===== src/rtl/fma16_arb_if.sv =====
// Bundle of requester, shared fp16 FMA datapath and response signals for fma16_arb.
// slave is the arbiter's view; master is the view of the surrounding requesters/datapath/consumer.
interface fma16_arb_if;
    logic [1:0]  reqValid;
    logic [1:0]  reqReady;
    logic [31:0] reqX;
    logic [31:0] reqY;
    logic [31:0] reqZ;
    logic [1:0]  reqMul;
    logic [1:0]  reqAdd;
    logic [3:0]  reqRm;

    logic [15:0] fmaX;
    logic [15:0] fmaY;
    logic [15:0] fmaZ;
    logic        fmaMul;
    logic        fmaAdd;
    logic [1:0]  fmaRm;
    logic [15:0] fmaResult;
    logic [3:0]  fmaFlags;

    logic        rspValid;
    logic        rspReady;
    logic        rspId;
    logic [15:0] rspResult;
    logic [3:0]  rspFlags;
    logic        busy;

    modport slave (
        input  reqValid, reqX, reqY, reqZ, reqMul, reqAdd, reqRm,
        input  fmaResult, fmaFlags, rspReady,
        output reqReady, fmaX, fmaY, fmaZ, fmaMul, fmaAdd, fmaRm,
        output rspValid, rspId, rspResult, rspFlags, busy
    );

    modport master (
        output reqValid, reqX, reqY, reqZ, reqMul, reqAdd, reqRm,
        output fmaResult, fmaFlags, rspReady,
        input  reqReady, fmaX, fmaY, fmaZ, fmaMul, fmaAdd, fmaRm,
        input  rspValid, rspId, rspResult, rspFlags, busy
    );
endinterface


===== src/rtl/fma16_arb.sv =====
// Two-requester round-robin arbiter in front of a shared multi-cycle fp16 FMA datapath.
// One operation in flight; operands held stable for LATENCY cycles, then the result is captured.
module fma16_arb #(
    parameter int unsigned LATENCY = 3
) (
    input logic        clk,
    input logic        reset,
    fma16_arb_if.slave bus
);
    localparam int unsigned CntW = $clog2(LATENCY + 1);

    typedef enum logic [1:0] {StIdle, StBusy, StDone} state_e;

    state_e          state_q;
    logic            prio_q;
    logic [CntW-1:0] cnt_q;
    logic [15:0]     x_q;
    logic [15:0]     y_q;
    logic [15:0]     z_q;
    logic            mul_q;
    logic            add_q;
    logic [1:0]      rm_q;
    logic            id_q;
    logic [15:0]     res_q;
    logic [3:0]      flags_q;

    logic            grant;
    logic [1:0]      ready;
    logic [15:0]     sel_x;
    logic [15:0]     sel_y;
    logic [15:0]     sel_z;
    logic            sel_mul;
    logic            sel_add;
    logic [1:0]      sel_rm;

    // Ready is gated by reset so no handshake can be seen on the reset edge.
    always_comb begin
        grant = bus.reqValid[prio_q] ? prio_q : ~prio_q;
        ready = 2'b00;
        if (state_q == StIdle && !reset && bus.reqValid[grant]) begin
            ready[grant] = 1'b1;
        end
        sel_x   = grant ? bus.reqX[31:16] : bus.reqX[15:0];
        sel_y   = grant ? bus.reqY[31:16] : bus.reqY[15:0];
        sel_z   = grant ? bus.reqZ[31:16] : bus.reqZ[15:0];
        sel_mul = bus.reqMul[grant];
        sel_add = bus.reqAdd[grant];
        sel_rm  = grant ? bus.reqRm[3:2] : bus.reqRm[1:0];
    end

    always_ff @(posedge clk) begin
        if (reset) begin
            state_q <= StIdle;
            prio_q  <= 1'b0;
            cnt_q   <= '0;
            x_q     <= '0;
            y_q     <= '0;
            z_q     <= '0;
            mul_q   <= 1'b0;
            add_q   <= 1'b0;
            rm_q    <= '0;
            id_q    <= 1'b0;
            res_q   <= '0;
            flags_q <= '0;
        end else begin
            unique case (state_q)
                StIdle: begin
                    if (|ready) begin
                        x_q     <= sel_x;
                        y_q     <= sel_y;
                        z_q     <= sel_z;
                        mul_q   <= sel_mul;
                        add_q   <= sel_add;
                        rm_q    <= sel_rm;
                        id_q    <= grant;
                        prio_q  <= ~grant;
                        cnt_q   <= CntW'(LATENCY);
                        state_q <= StBusy;
                    end
                end
                StBusy: begin
                    // Capture on the last settling cycle; the counter stops at 1.
                    if (cnt_q == CntW'(1)) begin
                        res_q   <= bus.fmaResult;
                        flags_q <= bus.fmaFlags;
                        state_q <= StDone;
                    end else begin
                        cnt_q <= cnt_q - CntW'(1);
                    end
                end
                StDone: begin
                    if (bus.rspReady) begin
                        state_q <= StIdle;
                    end
                end
                default: state_q <= StIdle;
            endcase
        end
    end

    assign bus.reqReady  = ready;
    assign bus.fmaX      = x_q;
    assign bus.fmaY      = y_q;
    assign bus.fmaZ      = z_q;
    assign bus.fmaMul    = mul_q;
    assign bus.fmaAdd    = add_q;
    assign bus.fmaRm     = rm_q;
    assign bus.rspValid  = (state_q == StDone);
    assign bus.rspId     = id_q;
    assign bus.rspResult = res_q;
    assign bus.rspFlags  = flags_q;
    assign bus.busy      = (state_q != StIdle);
endmodule


===== src/flat_wrapper.sv =====
// flat-port wrapper written by rule: the top's interface ports become plain ports
module fma16_arb_flat 
#(
    parameter int unsigned LATENCY = 3
)
  (clk, reset, bus_reqValid, bus_reqX, bus_reqY, bus_reqZ, bus_reqMul, bus_reqAdd, bus_reqRm, bus_fmaResult, bus_fmaFlags, bus_rspReady, bus_reqReady, bus_fmaX, bus_fmaY, bus_fmaZ, bus_fmaMul, bus_fmaAdd, bus_fmaRm, bus_rspValid, bus_rspId, bus_rspResult, bus_rspFlags, bus_busy);
  fma16_arb_if bus_i ();
  input logic clk;
  input logic reset;
  input wire logic [$bits(bus_i.reqValid)-1:0] bus_reqValid;
  input wire logic [$bits(bus_i.reqX)-1:0] bus_reqX;
  input wire logic [$bits(bus_i.reqY)-1:0] bus_reqY;
  input wire logic [$bits(bus_i.reqZ)-1:0] bus_reqZ;
  input wire logic [$bits(bus_i.reqMul)-1:0] bus_reqMul;
  input wire logic [$bits(bus_i.reqAdd)-1:0] bus_reqAdd;
  input wire logic [$bits(bus_i.reqRm)-1:0] bus_reqRm;
  input wire logic [$bits(bus_i.fmaResult)-1:0] bus_fmaResult;
  input wire logic [$bits(bus_i.fmaFlags)-1:0] bus_fmaFlags;
  input wire logic [$bits(bus_i.rspReady)-1:0] bus_rspReady;
  output wire logic [$bits(bus_i.reqReady)-1:0] bus_reqReady;
  output wire logic [$bits(bus_i.fmaX)-1:0] bus_fmaX;
  output wire logic [$bits(bus_i.fmaY)-1:0] bus_fmaY;
  output wire logic [$bits(bus_i.fmaZ)-1:0] bus_fmaZ;
  output wire logic [$bits(bus_i.fmaMul)-1:0] bus_fmaMul;
  output wire logic [$bits(bus_i.fmaAdd)-1:0] bus_fmaAdd;
  output wire logic [$bits(bus_i.fmaRm)-1:0] bus_fmaRm;
  output wire logic [$bits(bus_i.rspValid)-1:0] bus_rspValid;
  output wire logic [$bits(bus_i.rspId)-1:0] bus_rspId;
  output wire logic [$bits(bus_i.rspResult)-1:0] bus_rspResult;
  output wire logic [$bits(bus_i.rspFlags)-1:0] bus_rspFlags;
  output wire logic [$bits(bus_i.busy)-1:0] bus_busy;
  assign bus_i.reqValid = bus_reqValid;
  assign bus_i.reqX = bus_reqX;
  assign bus_i.reqY = bus_reqY;
  assign bus_i.reqZ = bus_reqZ;
  assign bus_i.reqMul = bus_reqMul;
  assign bus_i.reqAdd = bus_reqAdd;
  assign bus_i.reqRm = bus_reqRm;
  assign bus_i.fmaResult = bus_fmaResult;
  assign bus_i.fmaFlags = bus_fmaFlags;
  assign bus_i.rspReady = bus_rspReady;
  assign bus_reqReady = bus_i.reqReady;
  assign bus_fmaX = bus_i.fmaX;
  assign bus_fmaY = bus_i.fmaY;
  assign bus_fmaZ = bus_i.fmaZ;
  assign bus_fmaMul = bus_i.fmaMul;
  assign bus_fmaAdd = bus_i.fmaAdd;
  assign bus_fmaRm = bus_i.fmaRm;
  assign bus_rspValid = bus_i.rspValid;
  assign bus_rspId = bus_i.rspId;
  assign bus_rspResult = bus_i.rspResult;
  assign bus_rspFlags = bus_i.rspFlags;
  assign bus_busy = bus_i.busy;
  fma16_arb #(.LATENCY(LATENCY)) u_core (.clk(clk), .reset(reset), .bus(bus_i));
endmodule

===== config.mk =====
export PLATFORM = sky130hd
export DESIGN_NAME = fma16_arb_flat
export DESIGN_NICKNAME = d
export VERILOG_FILES = /design/src/rtl/fma16_arb_if.sv /design/src/rtl/fma16_arb.sv /design/src/flat_wrapper.sv
export SDC_FILE = /design/constraint.sdc
export NUM_CORES = 1
export LEC_CHECK = 0
export ABC_AREA = 0
export ABC_CLOCK_PERIOD_IN_PS = 4800
export CORE_UTILIZATION = 37
export CTS_CLUSTER_DIAMETER = 200
export DETAILED_ROUTE_END_ITERATION = 16
export DONT_BUFFER_PORTS = 1
export HOLD_SLACK_MARGIN = 0.02
export MAX_ROUTING_LAYER = met4
export SLEW_MARGIN = 20
export SYNTH_ARGS = -nofsm -noshare
export SYNTH_HDL_FRONTEND = slang
export SYNTH_SLANG_ARGS = --single-unit

===== constraint.sdc =====
create_clock -name clk -period 4.8 [get_ports clk]
set_clock_uncertainty 0.15 [all_clocks]
set_input_delay 0.48 -clock clk [delete_from_list [all_inputs] [get_ports clk]]
set_output_delay 0.48 -clock clk [all_outputs]
set_load 0.01 [all_outputs]

==> qor.csv <==
metric,value,unit
cts_resized,0,
antenna_found_initial,0,
slew_viol_final,0,
min_path_type,input port to register,
grt_pass1_vias,2350,
ys_seq_area_frac,0.492,
cts_max_level,3,
viasPerCell,6.19,
pin_count,206,
syn_area,3170,um^2
die_x,94.6,um
fin_crit_sh,0.566,
yosysWarnings,0,
status,"complete, no violations",
drt_pass1_iterations,5,
crit_arrival,2090,ps
die_h,94.6,um
core,8260,um^2
max_freq,368,MHz
worst_pin_slew,779,ps
fin_hold_ws,62.7,ps
track_usage,0.180,
hpwl,5380,um
cap_violations,0,
dp.cells,421,
synth_area_leaders,"dfxtp_1, a221o_1, and3_1",
cts.clk_slew.worst_paths,80,ps
nets,458,
grt_max_degree,75,
postRouteAntennaNets,0,
drive_gt1_frac,0.0725,
syn2layout_area_growth,5.96,%
rows,33,
dieArea,8950,um^2
finalSetupViolations,0,
cts_hold_buffers,0,
grt_overflow,0,
synth_cell_type_count,33,
route.detailed.drc,0,
clkSinkCount,78,
relSlewSlack,0.479,
crit_path_end_kind,output pin,
syn_nets,480,
final_cell_mix,"dfxtp_1, nand2_1, and3_1, a221o_1, a21oi_1",
final_common_cell,dfxtp_1,
finalPower,1410,uW
synth_top_area_frac,0.492,
vias,2697,
cts_setup_buffers,0,
synth_top_cell_by_area,dfxtp_1,
power.leakage,0.00125,uW
path_class,register to output pin,
grt_pass1_wl,12100,um
cts_tree,yes,
cts_root_buf,clkbuf_8,
post-route-min-period,2720,ps
totalWireLength,8320,um
stdcell_count,436,
cts_max_path_buffers,2,
rsz0062_at_grt,false,
antennaDiodeCount,0,
numCtsBuffers,9,
startpoint_type,register,
syn_avg_cell_area,9.06,um^2
drtIter0Drc,108,
path_max_fanout,74,
crit_required,4170,ps
initial_core_util,0.384,
syn-instance-count,350,
place_congestion,0.733,
fin_tns_setup,0,ps
hold_viol,0,
utilization,0.407,
peakVddDrop,0.143,mV
ys_seq_elements,78,
powerDensity,419,nW/um^2
wire_per_inst,19.1,um
insertion_delay,340,ps
port_buffers,0,
[flip-flops by register name (all words and copies together) (netlist names)]
register	count
u_core.bus.rspFlags	4
u_core.state_q	2
u_core.bus.fmaAdd	1
u_core.bus.fmaMul	1
u_core.bus.rspResult	16
u_core.bus.rspId	1
u_core.bus.fmaX	16
u_core.bus.fmaY	16
u_core.prio_q	1
u_core.bus.fmaZ	16
u_core.cnt_q	2
u_core.bus.fmaRm	2
[critical path, stage by stage, from the launching register on]
cell and delay (ps):
dfxtp_1 400, nor3_4 200, buf_4 530, and3_1 250
buf_4 340
[through the flow]
step	setup slack, ps	cell area (um^2)
2_1_floorplan	3040	3170
3_3_place_gp	2440	3150
3_5_place_dp	2420	3150
4_1_cts	2050	3330
5_1_grt	1930	3360
6_report	2080	3360
[logic make-up (layout without fill, tap and decap cells)]
family                     after synthesis  in the layout  share of synthesized area
adders and majority gates                1              1                    0.00394
muxes                                    1              1                    0.00355
DFF                                     78             78                      0.492
and+or+nand+nor                        128            128                      0.213
AOI/OAI and AO/OA                      101            101                      0.224
buffers and inverters                   41             22                     0.0635
[where the power goes]
group / total (uW) / internal, uW / leakage [uW] / switching, uW
sequential: 772 / 705 / 0.000639 / 67.6
combinational: 169 / 67.5 / 0.000524 / 101
clock: 466 / 234 / 0.0000842 / 232
[metal layers]
layer | track usage | vias up | share of wire
met4 | 0.0947 | 0 | 0.021
met1 | 0.219 | 1259 | 0.42
met3 | 0.0548 | 16 | 0.090
li1 | - | 1262 | -
met5 | - | - | 0
met2 | 0.268 | 160 | 0.47
[final cells by class]
type / count / area, um^2
clock buffer: 10 / 128
fill: 847 / 4900
sequential: 78 / 1560
timing repair buffer: 4 / 50.0
inverter: 4 / 15.0
clock inverter: 4 / 50.0
tap: 105 / 131
multi-input combinational: 231 / 1430
[synthesized netlist by cell type]
cell type / number
ha_1: 1
buf_4: 4
nand2_1: 40
or2_1: 1
buf_6: 3
nor2b_1: 1
nor3_1: 2
nand3_1: 20
nand4_1: 20
a21oi_2: 1
nor2_1: 3
buf_1: 3
and3_1: 33
o21ai_0: 20
nor3_2: 1
clkbuf_1: 19
nor3b_1: 1
inv_1: 3
a21boi_2: 1
a221oi_1: 2
and2_1: 1
nor2_2: 1
o21bai_1: 1
mux2_2: 1
nand3b_1: 1
a31oi_1: 20
nand2b_1: 2
inv_2: 1
a221o_1: 32
dfxtp_1: 78
a21oi_1: 24
buf_2: 8
and3b_1: 1
[final timing paths]
check	startpoint	endpoint	slack (ps)	cells after the start
worst max-delay path	u_core.state_q[0]	bus_reqReady[1]	2080	4
worst max register to register	u_core.state_q[0]	u_core.bus.fmaRm[1]	2600	5
worst min register to register	u_core.cnt_q[1]	u_core.cnt_q[1]	330	2
worst min-delay path	reset	u_core.bus.rspResult[9]	60	1
(Power assumes the default switching activity.)
